==> src/rtl/regfile_wr_arbiter.sv <==
// regfile_wr_arbiter: round-robin write-port arbiter with init sweep for the register file
module regfile_wr_arbiter #(
    parameter int              NREQ     = 4,
    parameter int              AW       = 3,
    parameter int              DW       = 8,
    parameter logic [DW-1:0]   INIT_VAL = '0
) (
    input  logic                     clk,
    input  logic                     rst_n,
    input  logic                     init_start,
    input  logic [NREQ-1:0]          req_valid,
    input  logic [NREQ*AW-1:0]       req_addr,
    input  logic [NREQ*DW-1:0]       req_data,
    output logic [NREQ-1:0]          req_ready,
    output logic                     rf_we,
    output logic [AW-1:0]            rf_waddr,
    output logic [DW-1:0]            rf_wdata,
    output logic [$clog2(NREQ)-1:0]  grant_id,
    output logic                     busy_init
);
    localparam int IW = $clog2(NREQ);

    typedef enum logic {S_INIT, S_ARB} state_t;

    state_t          state_q, state_d;
    logic [AW-1:0]   cnt_q, cnt_d;
    logic [IW-1:0]   ptr_q, ptr_d;
    logic            we_q, we_d;
    logic [AW-1:0]   waddr_q, waddr_d;
    logic [DW-1:0]   wdata_q, wdata_d;
    logic [IW-1:0]   gid_q, gid_d;
    logic [IW-1:0]   idx, gidx;
    logic            found, init, xfer;

    // Round-robin search starting just after the last granted requester
    always_comb begin
        idx   = '0;
        gidx  = '0;
        found = 1'b0;
        for (int k = 1; k <= NREQ; k++) begin
            idx = ptr_q + IW'(k);
            if (!found && req_valid[idx]) begin
                found = 1'b1;
                gidx  = idx;
            end
        end
    end

    assign init      = (state_q == S_INIT);
    assign xfer      = !init && found;
    assign busy_init = init;
    assign req_ready = xfer ? (NREQ'(1) << gidx) : '0;
    assign rf_we     = we_q;
    assign rf_waddr  = waddr_q;
    assign rf_wdata  = wdata_q;
    assign grant_id  = gid_q;

    // Next state: sweep writes during INIT, granted requester's write during ARB
    always_comb begin
        state_d = init ? ((cnt_q == '1) ? S_ARB : S_INIT) : (init_start ? S_INIT : S_ARB);
        cnt_d   = init ? cnt_q + 1'b1 : '0;
        we_d    = init || xfer;
        waddr_d = init ? cnt_q : xfer ? req_addr[gidx*AW +: AW] : waddr_q;
        wdata_d = init ? INIT_VAL : xfer ? req_data[gidx*DW +: DW] : wdata_q;
        gid_d   = init ? '0 : xfer ? gidx : gid_q;
        ptr_d   = xfer ? gidx : ptr_q;
    end

    // State and registered write-port outputs
    always_ff @(posedge clk or negedge rst_n) begin
        if (!rst_n) begin
            state_q <= S_INIT;
            cnt_q   <= '0;
            ptr_q   <= IW'(NREQ - 1);
            we_q    <= 1'b0;
            waddr_q <= '0;
            wdata_q <= '0;
            gid_q   <= '0;
        end else begin
            state_q <= state_d;
            cnt_q   <= cnt_d;
            ptr_q   <= ptr_d;
            we_q    <= we_d;
            waddr_q <= waddr_d;
            wdata_q <= wdata_d;
            gid_q   <= gid_d;
        end
    end
endmodule

==> config.mk <==
export PLATFORM = sky130hd
export DESIGN_NAME = regfile_wr_arbiter
export DESIGN_NICKNAME = d
export VERILOG_FILES = /design/src/rtl/regfile_wr_arbiter.sv
export SDC_FILE = /design/constraint.sdc
export NUM_CORES = 1
export LEC_CHECK = 0
export ABC_AREA = 1
export BUFFER_PORTS_ARGS = -buffer_cell sky130_fd_sc_hd__clkbuf_2
export CORE_MARGIN = 4
export CORE_UTILIZATION = 48
export CTS_CLUSTER_SIZE = 25
export DETAILED_ROUTE_END_ITERATION = 8
export PLACE_DENSITY_LB_ADDON = 0.2
export SETUP_SLACK_MARGIN = 0.4
export SYNTH_ARGS = -nofsm -noshare
export SYNTH_HDL_FRONTEND = slang
export SYNTH_SLANG_ARGS = --single-unit
==> constraint.sdc <==
create_clock -name clk -period 3.1 [get_ports clk]
set_clock_uncertainty 0.15 [all_clocks]
set_input_delay 0.775 -clock clk [delete_from_list [all_inputs] [get_ports clk]]
set_output_delay 0.775 -clock clk [all_outputs]
set_load 0.005 [all_outputs]
## Word level (Yosys, flattened, before mapping)

Index checks and enable logic that the tools add are counted.

| storage, ports and cells | value |
|---|---|
| RAM bits | 0 |
| register bits | 20 |
| latch bits | 0 |
| ROM bits | 0 |
| input bits | 51 |
| memories | 0 |

| operators by class | value |
|---|---|
| multiply operators | 1 |
| reduce and logical (&&, ||, !) cells | 8 |
| shifts and indexed selects | 3 |
| equal/unequal tests | 2 |
| bitwise gates (word level) | 1 |
| order comparisons | 4 |
| mux-type cells | 27 |
| $add $sub $neg | 4 |
| div/mod/pow operators | 0 |

Operators with widths:

| kind | count |
|---|---|
| $shiftx A32 B6 Y8 | 1 |
| $mux W8 | 2 |
| $lt A2 B3 Y1 const B | 4 |
| $mux W2 | 6 |
| $shiftx A12 B5 Y3 | 1 |
| $mux W1 | 11 |
| $mux W3 | 3 |
| $bmux W1 S2 | 4 |
| $add A2 B2 Y2 const B | 2 |
| $logic_and A1 B1 Y1 | 4 |
| $mul A2 B2 Y4 const B | 1 |
| $mux W4 | 1 |
| $shl A1 B2 Y4 const A | 1 |
| $add A3 B1 Y3 const B | 1 |
| $eq A3 B3 Y1 const B | 1 |
| $logic_not A1 Y1 | 3 |
| $add A2 B1 Y2 const B | 1 |
| $ne A2 B1 Y1 const B | 1 |
| $logic_or A1 B1 Y1 | 1 |
| $not A1 Y1 | 1 |

## Depth between registers and ports, before layout

| logic depth | value |
|---|---|
| depth after elaboration | 17 |
| gate-level depth with buffers | 16 |

## Worst setup path after synthesis

OpenSTA, ideal clock, no wires.

| timing path | value |
|---|---|
| kind | input to output |
| from | in req_valid[3] |
| to | out req_ready[2] |
| required time | 2175 ps |
| cell stages on the path | 10 |
| setup slack | 411 ps |
| arrival | 1764 ps |
| path buffers | 1 |
| path through | nand2_1 -> nand2_1 -> nand2_1 -> nand2_2 -> nor2_8 -> nand2_1 -> nand2_1 -> nand2_1 -> buf_6 -> nor3_1 |

| between the ends | value |
|---|---|
| longest elaborated chain between the ends | 14 |
| elaborated cells between the ends (all ways) | 25 |
| those cells by class | shift (1); mux (17); reduce/logical (7) |

Ends and longest elaborated chain:

| item | line | source |
|---|---|---|
| start, declared | 11 | `input logic [NREQ-1:0] req_valid,` |
| $bmux W1 S2 | 42 | `if (!found && req_valid[idx]) begin` |
| $mux W1 (implied by the code) | 42 |  |
| $mux W1 | 42 |  |
| $logic_not A1 Y1 | 42 |  |
| $logic_and A1 B1 Y1 | 42 |  |
| $mux W1 | 42 |  |
| $logic_not A1 Y1 | 42 |  |
| $logic_and A1 B1 Y1 | 42 |  |
| $mux W1 | 42 |  |
| $logic_not A1 Y1 | 42 |  |
| $logic_and A1 B1 Y1 | 42 |  |
| $mux W2 / $mux W1 (equally long branches) | 42 |  |
| $shl A1 B2 Y4 / $logic_and A1 B1 Y1 (equally long branches) | 52, 50 |  |
| $mux W4 (*) | 52 | `assign req_ready = xfer ? (NREQ'(1) << gidx) : '0;` |
| end, declared | 14 | `output logic [NREQ-1:0] req_ready,` |

Every way passes the cells marked *; elsewhere a longest branch is shown, timed or not. The select of a mux whose other input is x is not followed.

## Worst setup path after layout

| timing path | value |
|---|---|
| from | reg ptr_q[0] |
| to | out req_ready[1] |

| between the ends | value |
|---|---|
| longest elaborated chain between the ends | 15 |
| elaborated cells between the ends (all ways) | 28 |
| those cells by class | add/sub (3); shift (1); mux (17); reduce/logical (7) |

Ends and longest elaborated chain:

| item | line | source |
|---|---|---|
| start, declared | 27 | `logic [IW-1:0] ptr_q, ptr_d;` |
| start signal, assigned | 74 | `ptr_q <= IW'(NREQ - 1);` |
| start signal, assigned | 82 | `ptr_q <= ptr_d;` |
| $add A2 B1 Y2 | 41 | `idx = ptr_q + IW'(k);` |
| $bmux W1 S2 | 42 |  |
| $mux W1 (implied by the code) | 42 |  |
| $mux W1 | 42 |  |
| $logic_not A1 Y1 | 42 |  |
| $logic_and A1 B1 Y1 | 42 |  |
| $mux W1 | 42 |  |
| $logic_not A1 Y1 | 42 |  |
| $logic_and A1 B1 Y1 | 42 |  |
| $mux W1 | 42 |  |
| $logic_not A1 Y1 | 42 |  |
| $logic_and A1 B1 Y1 | 42 |  |
| $mux W2 / $mux W1 (equally long branches) | 42 |  |
| $shl A1 B2 Y4 / $logic_and A1 B1 Y1 (equally long branches) | 52, 50 |  |
| $mux W4 (*) | 52 |  |

Marks and branches as above.

==> qor.log <==
[pwr] LEAKAGE 1.27 nW
[timing] Slew Limit Fails 0
[grt] number of antenna violations at the first check in global routing 0
[clock_network] CTS Hold Bufs 0
[critical_path] launch point of the critical path ptr_q[0]
[grt] largest net degree at the start of global routing 24
[timing] post-layout minimum cycle time 2.93 ns
[floorplanning] width of the chip 66.1 um
[final_layout] most common cell after layout, fill and taps aside sky130_fd_sc_hd__nand2_1
[timing] post-route fraction of the period consumed by the critical path 94.6%
[critical_path] endpoint kind of the worst setup timing path output pin
[route] number of design rule violations left after detail routing 0
[clock_network] clock root cell sky130_fd_sc_hd__clkbuf_4
[yosys] Netlist cell types 24
[place] I/O Buffers 69
[critical_path] delay contributed by the slowest stage of the critical path 0.55 ns
[clock_network] maximum root-to-sink buffer count 2
[route] Total Routed Length 4550 um
[grt] GR Util All Layers 22.1%
[clock_network] count of H-tree levels built during CTS 1
[final_layout] most frequent cells in the layout 77 x sky130_fd_sc_hd__nand2_1, 69 x sky130_fd_sc_hd__clkbuf_2, 45 x sky130_fd_sc_hd__nand3_1
[critical_path] Critical Path AT 2.01 ns
[timing] slew at the pin closest to its max-slew limit 0.463 ns
[critical_path] critical register-to-register path startpoint ptr_q[0]
[final_layout] number of nets in the finished design 374
[floorplanning] area inside the core boundary 3130 um^2
[yosys] gate count after technology mapping 236
[yosys] cell area after technology mapping 1620 um^2
[yosys] number of synthesized register bits 20
[clock_network] number of buffers inserted during clock tree synthesis 3
[final_layout] Area growth syn-to-layout 34.0%
[critical_path] cell repeated most along the worst path sky130_fd_sc_hd__nand2_2
[floorplanning] number of cell rows 20
[timing] total count of hold-check failures in the final report 0
[place] total placed instance area 1950 um^2
[place] Placer Congestion 0.870
[pwr] pwr/cell area 1290 nW/um^2
[clock_network] clock tree from TritonCTS yes
[final_layout] Post-Layout Inst Area 2170 um^2
[route] average routed wire per standard cell 12.5 um
[clock_network] number of clock sinks 20
[timing] total negative setup slack 0 ns
[critical_path] Critical Setup Path Class reg2out
[route] average via count per standard cell 4.85
[grt] number of global-route vias before repair 1,718
[route] via count 1,764
[yosys] Avg Inst Size Synth 6.86 um^2
[route] Pre-Repair DR Iteration Count 5
[grt] wire length of the first global-routing pass 7530 um
[final_layout] number of diodes added for antenna fixing 0
[yosys] Synth Net Count 289
[clock_network] register clock-pin slew on the reported worst setup and hold paths 0.10 ns
[yosys] sequential fraction of the synthesis area 31.1%
[yosys] Syn. warnings 0
[critical_path] Slowest cell on crit path sky130_fd_sc_hd__dfstp_2
[timing] headroom to the max-slew limit 69.2%
[floorplanning] area of the die 4360 um^2
[floorplanning] die span in y 66.1 um
[final_layout] Fillers 288
[pwr] peak ir drop on the vdd network 557 uV
[min_path] worst min-delay path category in2async
[critical_path] worst endpoint required time 2.17 ns
[timing] RSZ-0062 raised after global routing yes
[timing] setup-violating endpoint count in the final report 0
[run] max-cap check violation count 0
[floorplanning] number of top-level pins 70
[route] DRT antenna net count 0
[run_status] status finished clean
[critical_path] maximum fanout encountered on the critical timing path 8
[clock_network] clock latency reported for the late side of the worst-skew pair 0.29 ns
[floorplanning] starting density of the core 51.7%
[place] HPWL after detailed placement 3350 um
[grt] leftover overflow at the end of global routing 0
[critical_path] Setup crit start kind flop
[critical_path] cell-by-cell listing of the critical path buf_6 > inv_8 > nand2_2 > nand2_2 > nand2_2 > nand2_2 > o21ai_2 > nand2_2 > buf_6 > a21oi_4 > nor2_1 > clkbuf_2
[route] number of DRC markers after the initial detailed-route iteration 116
[final_layout] fraction of final layout cells with drive strength greater than 1 45.3%
[timing] Fmax achieved 341 MHz
flip-flops by register name, summed over array words and instances, names as in the netlist:
| name | count |
|---|---|
| cnt_q | 3 |
| rf_waddr | 3 |
| grant_id | 2 |
| ptr_q | 2 |
| rf_we | 1 |
| state_q | 1 |
| rf_wdata | 8 |
layer usage:
metal  part of all wire (%)  GRT usage [%]  routed length (um)
met1                     44           29.8                1990
met2                     48           36.2                2170
met3                    8.0           3.23                 364
met4                   0.68           7.11                  31
met5                      0              0                   0
report_power, final:
part	leakage [nW]	internal, W	switching [W]	total, W
Sequential	0.252	0.000391	0.0000960	0.000487
Combinational	0.994	0.000865	0.00130	0.00216
Clock	0.0210	0.0000715	0.0000736	0.000145
path summary, 6_finish.rpt:
kind / slack, ns / endpoint / cells after the start
hold reg to reg: 0.32 / cnt_q[0] / 1
max in group asynchronous: 2.20 / ptr_q[1] / 1
hold / removal: 0.26 / rf_wdata[3] / 1
setup / recovery: 0.17 / req_ready[1] / 12
setup reg to reg: 0.60 / rf_waddr[0] / 16
min in group clk: 0.32 / cnt_q[0] / 1
metrics by stage:
stage / utilization (%) / setup slack, ns / power (W) / cells / hold slack [ns]
final: 69.3 / 0.168 / 0.00280 / 364 / 0.261
after global routing: 69.3 / 0.0563 / 0.00308 / 364 / 0.284
after CTS: 68.6 / 0.159 / 0.00273 / 363 / 0.275
after detailed placement: 62.5 / 0.206 / 0.00231 / 346 / 0.291
after global placement: 62.5 / 0.219 / 0.00228 / 346 / 0.290
after floorplan: - / 0.411 / 0.00201 / 236 / 0.269
cell type report:
class                   instances  area (um^2)  area share [%]
multi-input cells             179          952            43.9
repair buffers                 89          503            23.2
well taps                      44         55.1            2.54
inverters                      28          118            5.43
clock buffers                   4         36.3            1.67
flip-flops and latches         20          503            23.2
synth_stat cells (all sizes together):
library cell  instances  area share, %
ha                    2            1.5
buf                   7            5.0
nor3                  3           0.93
nand3                49             17
nor2                  6            2.9
dfrtp                18             28
a21oi                 2            1.3
inv                  28            7.1
o21ai                 7            2.2
dfstp                 2            3.2
nand2               110             29
clkbuf                2            1.7
logic make-up (layout without fill, tap and decap cells):
group,count (synthesis),count (layout),share of synthesized area [%]
buf+inv,37,121,13.8
flops,20,20,31.1
simple gates,168,168,50.0
fa+ha+maj,2,2,1.55
compound gates,9,9,3.48
critical path: cells and delay by family (launching register included):
| kind | cells | cell delay, ns |
|---|---|---|
| flip-flops | 1 | 0.55 |
| AND/OR/NAND/NOR | 6 | 0.44 |
| buffers and inverters | 4 | 0.41 |
| AO/OA/AOI/OAI | 2 | 0.30 |
what timing repair did:
| item | 4_1_cts | 5_1_grt |
|---|---|---|
| pin swaps | 10 | 4 |
| resized for setup | 20 | 6 |
| setup buffers | 13 | 1 |
| setup endpoints to repair | 4 | 4 |
(Power assumes the default switching activity.)
